[src/rtl/bcp_mem_pkg.sv]
// Shared definitions for the BCP word memory: fill modes, FSM state type and
// the fill-value helper used by the init sequencer.
package bcp_mem_pkg;

  localparam int INIT_ZERO     = 0;
  localparam int INIT_IDENTITY = 1;

  typedef enum logic {
    INIT  = 1'b0,
    READY = 1'b1
  } mem_state_e;

  // Fill value for word idx; callers truncate to their data width, which
  // gives modulo-2**DATA_W wrap for identity fills deeper than the data range.
  function automatic logic [63:0] init_word(input int mode, input int unsigned idx);
    if (mode == INIT_IDENTITY) begin
      return 64'(idx);
    end
    return '0;
  endfunction

endpackage

[src/rtl/bcp_word_mem_if.sv]
// Request/response bus of the BCP word memory, plus the init control pair.
interface bcp_word_mem_if #(
  parameter int DATA_W = 8,
  parameter int ADDR_W = 8
);

  // A request transfers on every rising edge where req_valid && req_ready;
  // req_ready depends only on the memory's FSM state, never on req_valid.
  // Responses have no back-pressure: rsp_valid is a one-cycle pulse and
  // rsp_err qualifies it.
  logic              init_start;
  logic              init_busy;
  logic              req_valid;
  logic              req_ready;
  logic              req_write;
  logic [ADDR_W-1:0] req_addr;
  logic [DATA_W-1:0] req_wdata;
  logic              rsp_valid;
  logic [DATA_W-1:0] rsp_rdata;
  logic              rsp_err;

  modport master (
    output init_start, req_valid, req_write, req_addr, req_wdata,
    input  init_busy, req_ready, rsp_valid, rsp_rdata, rsp_err
  );

  modport slave (
    input  init_start, req_valid, req_write, req_addr, req_wdata,
    output init_busy, req_ready, rsp_valid, rsp_rdata, rsp_err
  );

endinterface

[src/rtl/bcp_word_mem_array.sv]
// Single-port storage: synchronous write, registered read, no reset on the
// contents so it can map onto block RAM.
module bcp_word_mem_array #(
  parameter int DATA_W = 8,
  parameter int DEPTH  = 16,
  parameter int AW     = 4
) (
  input  logic              clock,
  input  logic              we,
  input  logic              re,
  input  logic [AW-1:0]     addr,
  input  logic [DATA_W-1:0] wdata,
  output logic [DATA_W-1:0] rdata
);

  logic [DATA_W-1:0] mem [DEPTH];

  // rdata only moves on a read, so it holds the last word read in between.
  always_ff @(posedge clock) begin
    if (we) begin
      mem[addr] <= wdata;
    end
    if (re) begin
      rdata <= mem[addr];
    end
  end

endmodule

[src/rtl/bcp_word_mem.sv]
// Parametrised BCP word memory: init sequencer FSM, range check and a
// 1- or 2-stage read response pipeline around a single-port array.
module bcp_word_mem
  import bcp_mem_pkg::*;
#(
  parameter int DATA_W    = 8,
  parameter int DEPTH     = 16,
  parameter int ADDR_W    = 8,
  parameter int INIT_MODE = 1,
  parameter int READ_LAT  = 1
) (
  input  logic         clock,
  input  logic         reset,
  bcp_word_mem_if.slave bus,
  output mem_state_e   state_dbg
);

  localparam int AW = (DEPTH > 1) ? $clog2(DEPTH) : 1;
  localparam logic [AW-1:0]   LAST_IDX  = AW'(DEPTH - 1);
  localparam logic [ADDR_W:0] DEPTH_LIM = DEPTH[ADDR_W:0];

  mem_state_e        state;
  logic [AW-1:0]     ptr;
  logic              busy_q;
  logic              ready_q;

  logic              accept;
  logic              oor;
  logic              arr_we;
  logic              arr_re;
  logic [AW-1:0]     arr_addr;
  logic [DATA_W-1:0] arr_wdata;
  logic [DATA_W-1:0] arr_rdata;
  logic [DATA_W-1:0] fill_word;

  logic              v1;
  logic              e1;

  assign accept    = bus.req_valid && ready_q;
  assign oor       = {1'b0, bus.req_addr} >= DEPTH_LIM;
  assign fill_word = DATA_W'(init_word(INIT_MODE, 32'(ptr)));

  // Sequencer owns the port during a fill; requests cannot be accepted then.
  always_comb begin
    arr_we    = 1'b0;
    arr_re    = 1'b0;
    arr_addr  = bus.req_addr[AW-1:0];
    arr_wdata = bus.req_wdata;
    if (state == INIT) begin
      arr_we    = 1'b1;
      arr_addr  = ptr;
      arr_wdata = fill_word;
    end else begin
      arr_we = accept && bus.req_write && !oor;
      arr_re = accept && !bus.req_write && !oor;
    end
  end

  always_ff @(posedge clock or posedge reset) begin
    if (reset) begin
      state   <= INIT;
      ptr     <= '0;
      busy_q  <= 1'b1;
      ready_q <= 1'b0;
    end else begin
      case (state)
        INIT: begin
          if (ptr == LAST_IDX) begin
            state   <= READY;
            ptr     <= '0;
            busy_q  <= 1'b0;
            ready_q <= 1'b1;
          end else begin
            ptr <= ptr + AW'(1);
          end
        end
        READY: begin
          if (bus.init_start) begin
            state   <= INIT;
            ptr     <= '0;
            busy_q  <= 1'b1;
            ready_q <= 1'b0;
          end
        end
        default: begin
          state   <= INIT;
          ptr     <= '0;
          busy_q  <= 1'b1;
          ready_q <= 1'b0;
        end
      endcase
    end
  end

  bcp_word_mem_array #(
    .DATA_W(DATA_W),
    .DEPTH (DEPTH),
    .AW    (AW)
  ) u_array (
    .clock(clock),
    .we   (arr_we),
    .re   (arr_re),
    .addr (arr_addr),
    .wdata(arr_wdata),
    .rdata(arr_rdata)
  );

  // Stage 1 runs alongside the array's read register: reads and dropped
  // out-of-range writes both produce a response; good writes do not.
  always_ff @(posedge clock or posedge reset) begin
    if (reset) begin
      v1 <= 1'b0;
      e1 <= 1'b0;
    end else begin
      v1 <= accept && (!bus.req_write || oor);
      e1 <= accept && oor;
    end
  end

  generate
    if (READ_LAT == 2) begin : g_lat2
      logic              upd1;
      logic              v2;
      logic              e2;
      logic [DATA_W-1:0] rdata2;

      always_ff @(posedge clock or posedge reset) begin
        if (reset) begin
          upd1   <= 1'b0;
          v2     <= 1'b0;
          e2     <= 1'b0;
          rdata2 <= '0;
        end else begin
          upd1 <= accept && !bus.req_write;
          v2   <= v1;
          e2   <= e1;
          if (upd1) begin
            rdata2 <= e1 ? '0 : arr_rdata;
          end
        end
      end

      assign bus.rsp_valid = v2;
      assign bus.rsp_err   = e2;
      assign bus.rsp_rdata = rdata2;
    end else begin : g_lat1
      // The array register holds the last good read; zero_q masks it after
      // an out-of-range read and from reset until the first good read.
      logic zero_q;

      always_ff @(posedge clock or posedge reset) begin
        if (reset) begin
          zero_q <= 1'b1;
        end else if (accept && !bus.req_write) begin
          zero_q <= oor;
        end
      end

      assign bus.rsp_valid = v1;
      assign bus.rsp_err   = e1;
      assign bus.rsp_rdata = zero_q ? '0 : arr_rdata;
    end
  endgenerate

  assign bus.init_busy = busy_q;
  assign bus.req_ready = ready_q;
  assign state_dbg     = state;

endmodule
[src/flat_wrapper.sv]
// flat-port wrapper written by rule: the top's interface ports become plain ports
module bcp_word_mem_flat import bcp_mem_pkg::*;
#(
  parameter int DATA_W    = 8,
  parameter int DEPTH     = 16,
  parameter int ADDR_W    = 8,
  parameter int INIT_MODE = 1,
  parameter int READ_LAT  = 1
)
  (clock, reset, state_dbg, bus_init_start, bus_req_valid, bus_req_write, bus_req_addr, bus_req_wdata, bus_init_busy, bus_req_ready, bus_rsp_valid, bus_rsp_rdata, bus_rsp_err);
  bcp_word_mem_if #(.DATA_W(DATA_W), .ADDR_W(ADDR_W)) bus_i ();
  input  logic clock;
  input  logic reset;
  output mem_state_e state_dbg;
  input wire logic [$bits(bus_i.init_start)-1:0] bus_init_start;
  input wire logic [$bits(bus_i.req_valid)-1:0] bus_req_valid;
  input wire logic [$bits(bus_i.req_write)-1:0] bus_req_write;
  input wire logic [$bits(bus_i.req_addr)-1:0] bus_req_addr;
  input wire logic [$bits(bus_i.req_wdata)-1:0] bus_req_wdata;
  output wire logic [$bits(bus_i.init_busy)-1:0] bus_init_busy;
  output wire logic [$bits(bus_i.req_ready)-1:0] bus_req_ready;
  output wire logic [$bits(bus_i.rsp_valid)-1:0] bus_rsp_valid;
  output wire logic [$bits(bus_i.rsp_rdata)-1:0] bus_rsp_rdata;
  output wire logic [$bits(bus_i.rsp_err)-1:0] bus_rsp_err;
  assign bus_i.init_start = bus_init_start;
  assign bus_i.req_valid = bus_req_valid;
  assign bus_i.req_write = bus_req_write;
  assign bus_i.req_addr = bus_req_addr;
  assign bus_i.req_wdata = bus_req_wdata;
  assign bus_init_busy = bus_i.init_busy;
  assign bus_req_ready = bus_i.req_ready;
  assign bus_rsp_valid = bus_i.rsp_valid;
  assign bus_rsp_rdata = bus_i.rsp_rdata;
  assign bus_rsp_err = bus_i.rsp_err;
  bcp_word_mem #(.DATA_W(DATA_W), .DEPTH(DEPTH), .ADDR_W(ADDR_W), .INIT_MODE(INIT_MODE), .READ_LAT(READ_LAT)) u_core (.clock(clock), .reset(reset), .bus(bus_i), .state_dbg(state_dbg));
endmodule
[config.mk]
export PLATFORM = sky130hd
export DESIGN_NAME = bcp_word_mem_flat
export DESIGN_NICKNAME = d
export VERILOG_FILES = /design/src/rtl/bcp_mem_pkg.sv /design/src/rtl/bcp_word_mem_if.sv /design/src/rtl/bcp_word_mem_array.sv /design/src/rtl/bcp_word_mem.sv /design/src/flat_wrapper.sv
export SDC_FILE = /design/constraint.sdc
export NUM_CORES = 1
export LEC_CHECK = 0
export ABC_AREA = 1
export CAP_MARGIN = 20
export CORE_MARGIN = 2
export CORE_UTILIZATION = 64
export DETAILED_ROUTE_END_ITERATION = 6
export GPL_ROUTABILITY_DRIVEN = 0
export PLACE_DENSITY = 0.93
export SYNTH_ARGS = -nofsm -noshare
export SYNTH_HDL_FRONTEND = slang
export SYNTH_SLANG_ARGS = --single-unit
[constraint.sdc]
create_clock -name clock -period 3.5 [get_ports clock]
set_input_delay 0.7 -clock clock [delete_from_list [all_inputs] [get_ports clock]]
set_output_delay 0.7 -clock clock [all_outputs]
set_load 0.02 [all_outputs]
==> impl_results.md, run 1 <==
* Power consumption at 8.24 mW
* Vias in the first global route at 5,097
* Final-report hold violation count at 0
* Setup violations, final at 0
* Via count at roughly 5,300
* Highest ir drop seen on vdd at around 0.00057 V
* Count of placed standard cells in the final layout, fillers left out at 843
* Initial antenna violation count at 0
* Library cell with the highest instance count after synthesis: nand2_1
* Net count of the mapped netlist at between 600 and 700
* Maximum fanout encountered on the critical timing path at 18
* Area of the core at about 9800 um2
* Instance count of the mapped netlist at ~650
* Total routing resource utilization after global routing at 32.3%
* Async set-or-reset flop fraction in the synthesized netlist at 6.85%
* Post-Route Skew at roughly 0.0081 ns
* Share of total power in the clock network at 22.3%
* Ratio of cells with drive above 1 in the final layout at around 10%
* Die outline height at around 100 um
* Number of port buffers at 33
* Cell type with the highest aggregate area in the netlist: edfxtp_1
* Chip width at around 100 um
* Pre-Repair DR Iteration Count at 7
* Part of the Yosys area used for sequential elements at about two thirds
* Worst path required time at approximately 3.7 ns
* Leakage dissipation at about 3.3 nW
* Per-instance average area after synthesis at between 9 and 10 um2
* Number of design rule violations left after detail routing at 29
* Terminus of the critical flop-to-flop path: u_core.u_array.mem[5][0]$_DFFE_PP_
* Sequential share of power at between 30% and 40%
* Number of CTS-inserted buffers at 17
* Setup slack on the worst flop-to-flop path at a little under 0.6 ns
* Internal power at approximately 4.7 mW
* Setup WS pre-CTS at roughly 0.32 ns
* Top area cells in the synthesized netlist: edfxtp_1 (63%), nand2_1 (18%), nand3_1 (5.1%), dfrtp_1 (3.1%), inv_1 (2.0%)
* Clock H-tree levels at 4
* Top_reg_cell synth: edfxtp_1
* Delay of the slowest cell on the worst path at a little over 0.9 ns
* Diodes inserted at 0
* Worst-Margin Slew at around 1.1 ns
* Max-slew violation total from the final report at 0
* Area fraction of the dominant cell type after synthesis at a little over three fifths
* Cell type of the slowest stage on the worst timing path: nor3_1
* Number of distinct library cells after synthesis at 25
* Slew headroom at 27.9%
* Violated checks: DRC
* Flip-flop and latch count after synthesis at ~150
* Fraction of synthesized area in multiplexers at 0%
* Parity-gate share of the synthesized area counting xor and xnor cells at 0.135%
* Fraction of power spent switching nets at 42.8%
* Number of sinks driven by the clock tree at between 100 and 150
* Shortest period the worst path allows at 2.92 ns
* Post-route standard cell area excluding fillers at 7580 um2
* Period Utilization, post-route at 83.5%
* Path category of the worst min-delay check: primary input to asynchronous set/reset pin
* Detail-routed net length per standard cell at just over 20 um
* Number of violations reported at the end of detailed-routing iteration 0 at between 1,000 and 1,500
* Worst reg2reg startpoint: u_core.state_dbg$_DFF_PP0_
* Endpoint class of the critical path: flop
* Arrival @ worst endpoint at around 3.1 ns
* Maximum number of pins on one net before global-route repair at 66
* Type of element launching the critical path: flop
* Overflow left after global routing at 0
* Min setup slack post-route at between 0.5 and 0.6 ns
* Switching pwr at 3.53 mW
* Total routed wirelength at 17.5 mm
* Fill cell total of the finished layout at 500
* List of most frequent post-synthesis cells: nand2_1 (316), edfxtp_1 (136), nand3_1 (66)
* Area of the die at roughly 11,000 um2
* Skew-Pair Late Insertion Delay at 0.54 ns
* Main combinational cell family by area after synthesis: simple AND/OR/NAND/NOR gates
* Max Cap Violations at 0
* Area added between synthesis and finish at 16.7%
* First-pass GRT wire length at between 20 and 30 mm
* Number of nets in the finished design at ~720
* Number of synthesized flops with an enable pin at ~140
* Clock Root Buffer: clkbuf_8
* Worst r2r path cells at 5
* Gate power share at a little over two fifths
* Register clock-pin slew on the reported worst setup and hold paths at 0.06 ns
* Post_cts resized at 0
* Most common cell type on the critical path: nand2_2
* Buffer count from post-CTS setup fixing at 0
* Ordered list of cells on the worst path: inv_2 > nand2_2 > nand2_2 > nand2_1 > nor3_1
* Synth Warn # at 0
* Fraction of the mapped netlist area in compound gates at less than 1%
* DP HPWL at 9.28 mm
* Kind of critical path: flop to flop
* Post-Synthesis Cell Area at roughly 6500 um2
* Cell Count Post-Placement at between 800 and 900
* Highest clock frequency the design can meet at about 0.34 GHz
* Row Count at 36
* Final setup TNS at 0 ns
* Area fraction in and, or, nand and nor cells after synthesis at about a quarter
* Run status: finished, violations left
* Buffers from clock root to sink, at most at 2
* Initial standard-cell utilization of the core at between 60 and 70%
* Adder-cell area share of the yosys netlist at less than 1%
* Unrepaired setup endpoints after global routing: false
* Avg Vias per Cell at between 6 and 7
* Power density relative to cell area at about 1100 nW/um2
* Post-DP Area at between 6000 and 7000 um2
* Num ports at 34
* CTS tree: done
* Count of antenna-violating nets left after detailed routing at 0
* Hold Buf Count CTS at 0
-- sequential cells by signal, indices dropped and copies added, names as in the netlist --
register and count:
u_core.u_array.rdata 8, u_core.bus.rsp_valid 1, u_core.bus.rsp_err 1, u_core.u_array.mem 128
u_core.bus.req_ready 1, u_core.state_dbg 1, u_core.ptr 4, u_core.g_lat1.zero_q 1
u_core.bus.init_busy 1
-- worst max path at each step --
stage	start	end	slack, ns	depth (start not counted)
6_report	u_core.state_dbg$_DFF_PP0_	u_core.u_array.mem[5][0]$_DFFE_PP_	0.58	5
2_1_floorplan	bus_req_addr[0]	u_core.u_array.mem[12][0]$_DFFE_PP_	1.19	7
3_3_place_gp	bus_req_addr[4]	u_core.u_array.mem[9][1]$_DFFE_PP_	0.41	6
5_1_grt	u_core.state_dbg$_DFF_PP0_	u_core.u_array.mem[4][7]$_DFFE_PP_	0.47	6
3_5_place_dp	bus_req_addr[5]	u_core.u_array.mem[9][7]$_DFFE_PP_	0.32	6
4_1_cts	u_core.state_dbg$_DFF_PP0_	u_core.u_array.mem[8][6]$_DFFE_PP_	0.55	6
-- layer usage --
metal	track usage (%)	part of all wire, %
met1	39.5	33
met4	17.0	6.7
met5	0	0
met3	10.5	14
met2	51.4	47
-- cell type report --
cell class,count,area [um2],area share [%]
inverter,41,155,2.05
clock buffer,27,556,7.33
timing repair buffer,56,493,6.50
multi-input combinational,435,1810,23.9
clock inverter,5,60.1,0.792
sequential,146,4340,57.2
tap,133,166,2.20
-- metrics by stage --
stage | utilization, % | hold WS, ns
floorplan | - | 0.507
global placement | 70.6 | 0.518
CTS | 76.8 | 0.440
finish | 77.2 | 0.438
global route | 77.2 | 0.484
detailed placement | 70.6 | 0.548
-- critical path: cells and delay by family (launching register included) --
| kind | cells | cell delay [ns] |
|---|---|---|
| flops | 1 | 0.60 |
| simple gates | 4 | 1.64 |
| buf+inv | 1 | 0.30 |
-- power groups by stage --
stage / Sequential, mW / Clock (mW) / Combinational [mW]
after floorplan: 2.81 / 0 / 2.26
after global placement: 2.83 / 0 / 2.99
after detailed placement: 2.86 / 0 / 3.11
after CTS: 2.84 / 1.83 / 3.31
after global routing: 2.88 / 1.91 / 3.74
final: 2.85 / 1.84 / 3.55
-- placed cells by master, fill, tap and decap left out, types with 5 or more instances in the layout --
cell / count
nand2_2: 5
dfrtp_1: 8
nor3_1: 17
edfxtp_1: 136
inv_1: 35
clkbuf_8: 5
clkbuf_16: 19
clkdlybuf4s50_1: 33
nand2_1: 313
nand3_1: 66
nor2_1: 19
inv_2: 5
buf_4: 17
-- logic make-up after synthesis --
logic type | after synthesis
DFF | 146
AOI/OAI and AO/OA | 8
adders and majority gates | 1
buffers and inverters | 72
and+or+nand+nor | 425
xor gates and xnor gates | 1
No activity file was read; power rests on OpenSTA's default activity.
==> run 2: changes to the inputs <==
CORE_UTILIZATION = 60   (was 64)
PLACE_DENSITY = 0.89   (was 0.93)
clock period = 2.97 ns   (was 3.5 ns; I/O delays follow)
==> impl_results.md, run 2 (same netlist as run 1, synthesis figures left out) <==
* Run status: finished, violations left
* Violated checks: DRC
* Num ports at 34
* Period Utilization, post-route at between 70% and 80%
* Type of element launching the critical path: flop
* Post_cts resized at 0
* Total routed wirelength at 15.8 mm
* Post-Route Skew at around 0.011 ns
* Power density relative to cell area at approximately 1200 nW/um2
* Register clock-pin slew on the reported worst setup and hold paths at 0.06 ns
* Diodes inserted at 0
* Clock H-tree levels at 4
* Avg Vias per Cell at between 5 and 6
* Die outline height at about 110 um
* Initial standard-cell utilization of the core at 62.4%
* Highest routed layer: met4
* Count of antenna-violating nets left after detailed routing at 0
* Row Count at 37
* Number of violations reported at the end of detailed-routing iteration 0 at around 700
* Fill cell total of the finished layout at around 660
* Final setup TNS at 0 ns
* Chip width at 108 um
* Hold Buf Count CTS at 0
* Flip-flop count of the largest register after layout at approximately 130
* Met3 wire length at ~1.7 mm
* Via count at 4,946
* Number of port buffers at 33
* Top library cells by usage in the layout, fill and taps aside: nand2_1 (313), edfxtp_1 (136), nand3_1 (66)
* Skew-Pair Late Insertion Delay at between 0.5 and 0.6 ns
* Area of the core at between 10,000 and 15,000 um2
* Overflow left after global routing at 0
* Setup slack on the worst flop-to-flop path at ~0.63 ns
* Path category of the worst min-delay check: primary input to asynchronous set/reset pin
* Clock Root Buffer: clkbuf_8
* Arrival @ worst endpoint at 1.76 ns
* DP HPWL at 9.39 mm
* Hold slack at 0.349 ns
* Buffer count from post-CTS setup fixing at 0
* Max-slew violation total from the final report at 0
* Highest ir drop seen on vdd at about 0.0011 V
* Maximum fanout encountered on the critical timing path at 9
* Buffers from clock root to sink, at most at 2
* First-pass GRT wire length at 24.1 mm
* Top Registers: u_core.u_array.mem (128), u_core.u_array.rdata (8), u_core.ptr (4)
* Initial antenna violation count at 0
* Worst path required time at around 2.4 ns
* Worst-Margin Slew at about 1.0 ns
* Slew headroom at about a third
* Max Cap Violations at 0
* Number of design rule violations left after detail routing at 9
* Leakage dissipation at 3.24 nW
* Number of nets in the finished design at roughly 700
* Met1 wire length at 5.60 mm
* Area of the die at around 12,000 um2
* Total routing resource utilization after global routing at 28.5%
* Number of CTS-inserted buffers at 17
* Pre-Repair DR Iteration Count at 7
* Number of sinks driven by the clock tree at about 150
* Endpoint class of the critical path: output port
* Setup violations, final at 0
* Highest clock frequency the design can meet at 0.425 GHz
* Register name with the most flops: u_core.u_array.mem
* Most common library cell in the layout ignoring fill and taps: nand2_1
* Maximum number of pins on one net before global-route repair at 66
* Area added between synthesis and finish at 16.0%
* Vias in the first global route at about 4,800
* Ratio of cells with drive above 1 in the final layout at 10.4%
* CTS tree: done
* Final-report hold violation count at 0
* Kind of critical path: flop to output port
* Shortest period the worst path allows at roughly 2.4 ns
* Unrepaired setup endpoints after global routing: false
* Detail-routed net length per standard cell at 18.6 um
* Met2 routed wirelength at 7.60 mm
run 2: layer usage:
| metal | vias to the layer above | GRT usage [%] |
|---|---|---|
| met5 | - | 0 |
| met2 | 378 | 46.8 |
| met3 | 89 | 6.87 |
| met1 | 2249 | 34.1 |
| li1 | 2230 | - |
| met4 | 0 | 17.3 |
run 2: path summary, 6_finish.rpt:
path                                                        from                           endpoint  depth (start not counted)
worst max-delay path            u_core.g_lat1.zero_q$_DFFE_PP1N_                   bus_rsp_rdata[4]                          2
worst min-delay path                                       reset          u_core.ptr[2]$_DFFE_PP0P_                          2
worst max register to register        u_core.state_dbg$_DFF_PP0_  u_core.u_array.rdata[1]$_DFFE_PP_                         12
worst min register to register  u_core.bus.init_busy$_DFFE_PP1P_   u_core.bus.init_busy$_DFFE_PP1P_                          2
max in group asynchronous                                  reset   u_core.g_lat1.zero_q$_DFFE_PP1N_                          2
min in group clock              u_core.bus.init_busy$_DFFE_PP1P_   u_core.bus.init_busy$_DFFE_PP1P_                          2
run 2: final cells by class:
cell class,instances,area [um2],area share (%)
Inverter,41,155,2.06
Clock buffer,19,422,5.59
Timing Repair Buffer,58,531,7.04
Tap cell,136,170,2.26
Multi-Input combinational cell,435,1810,24.0
Clock inverter,13,113,1.49
Sequential cell,146,4340,57.5
run 2: power by group:
part           switching, mW  internal [mW]  total [mW]
registers              0.198           3.13        3.32
logic                   2.91           1.11        4.02
clock network          0.810           1.11        1.92
run 2: critical path, cell delays in order, from the launching register on:
cell	delay, ns
dfstp_2	0.60
nor2_1	0.08
clkdlybuf4s50_1	0.55
run 2: stage by stage:
step | power, mW | worst slack (ns) | cell area (um2) | instances | util, %
floorplan | 5.98 | 0.703 | 6500 | 653 | -
global placement | 6.96 | 0.428 | 7010 | 816 | 67.3
detailed placement | 7.13 | 0.331 | 7010 | 816 | 67.3
CTS | 9.14 | 0.590 | 7540 | 848 | 72.4
global route | 9.76 | 0.520 | 7540 | 848 | 72.4
finish | 9.26 | 0.619 | 7540 | 848 | 72.4
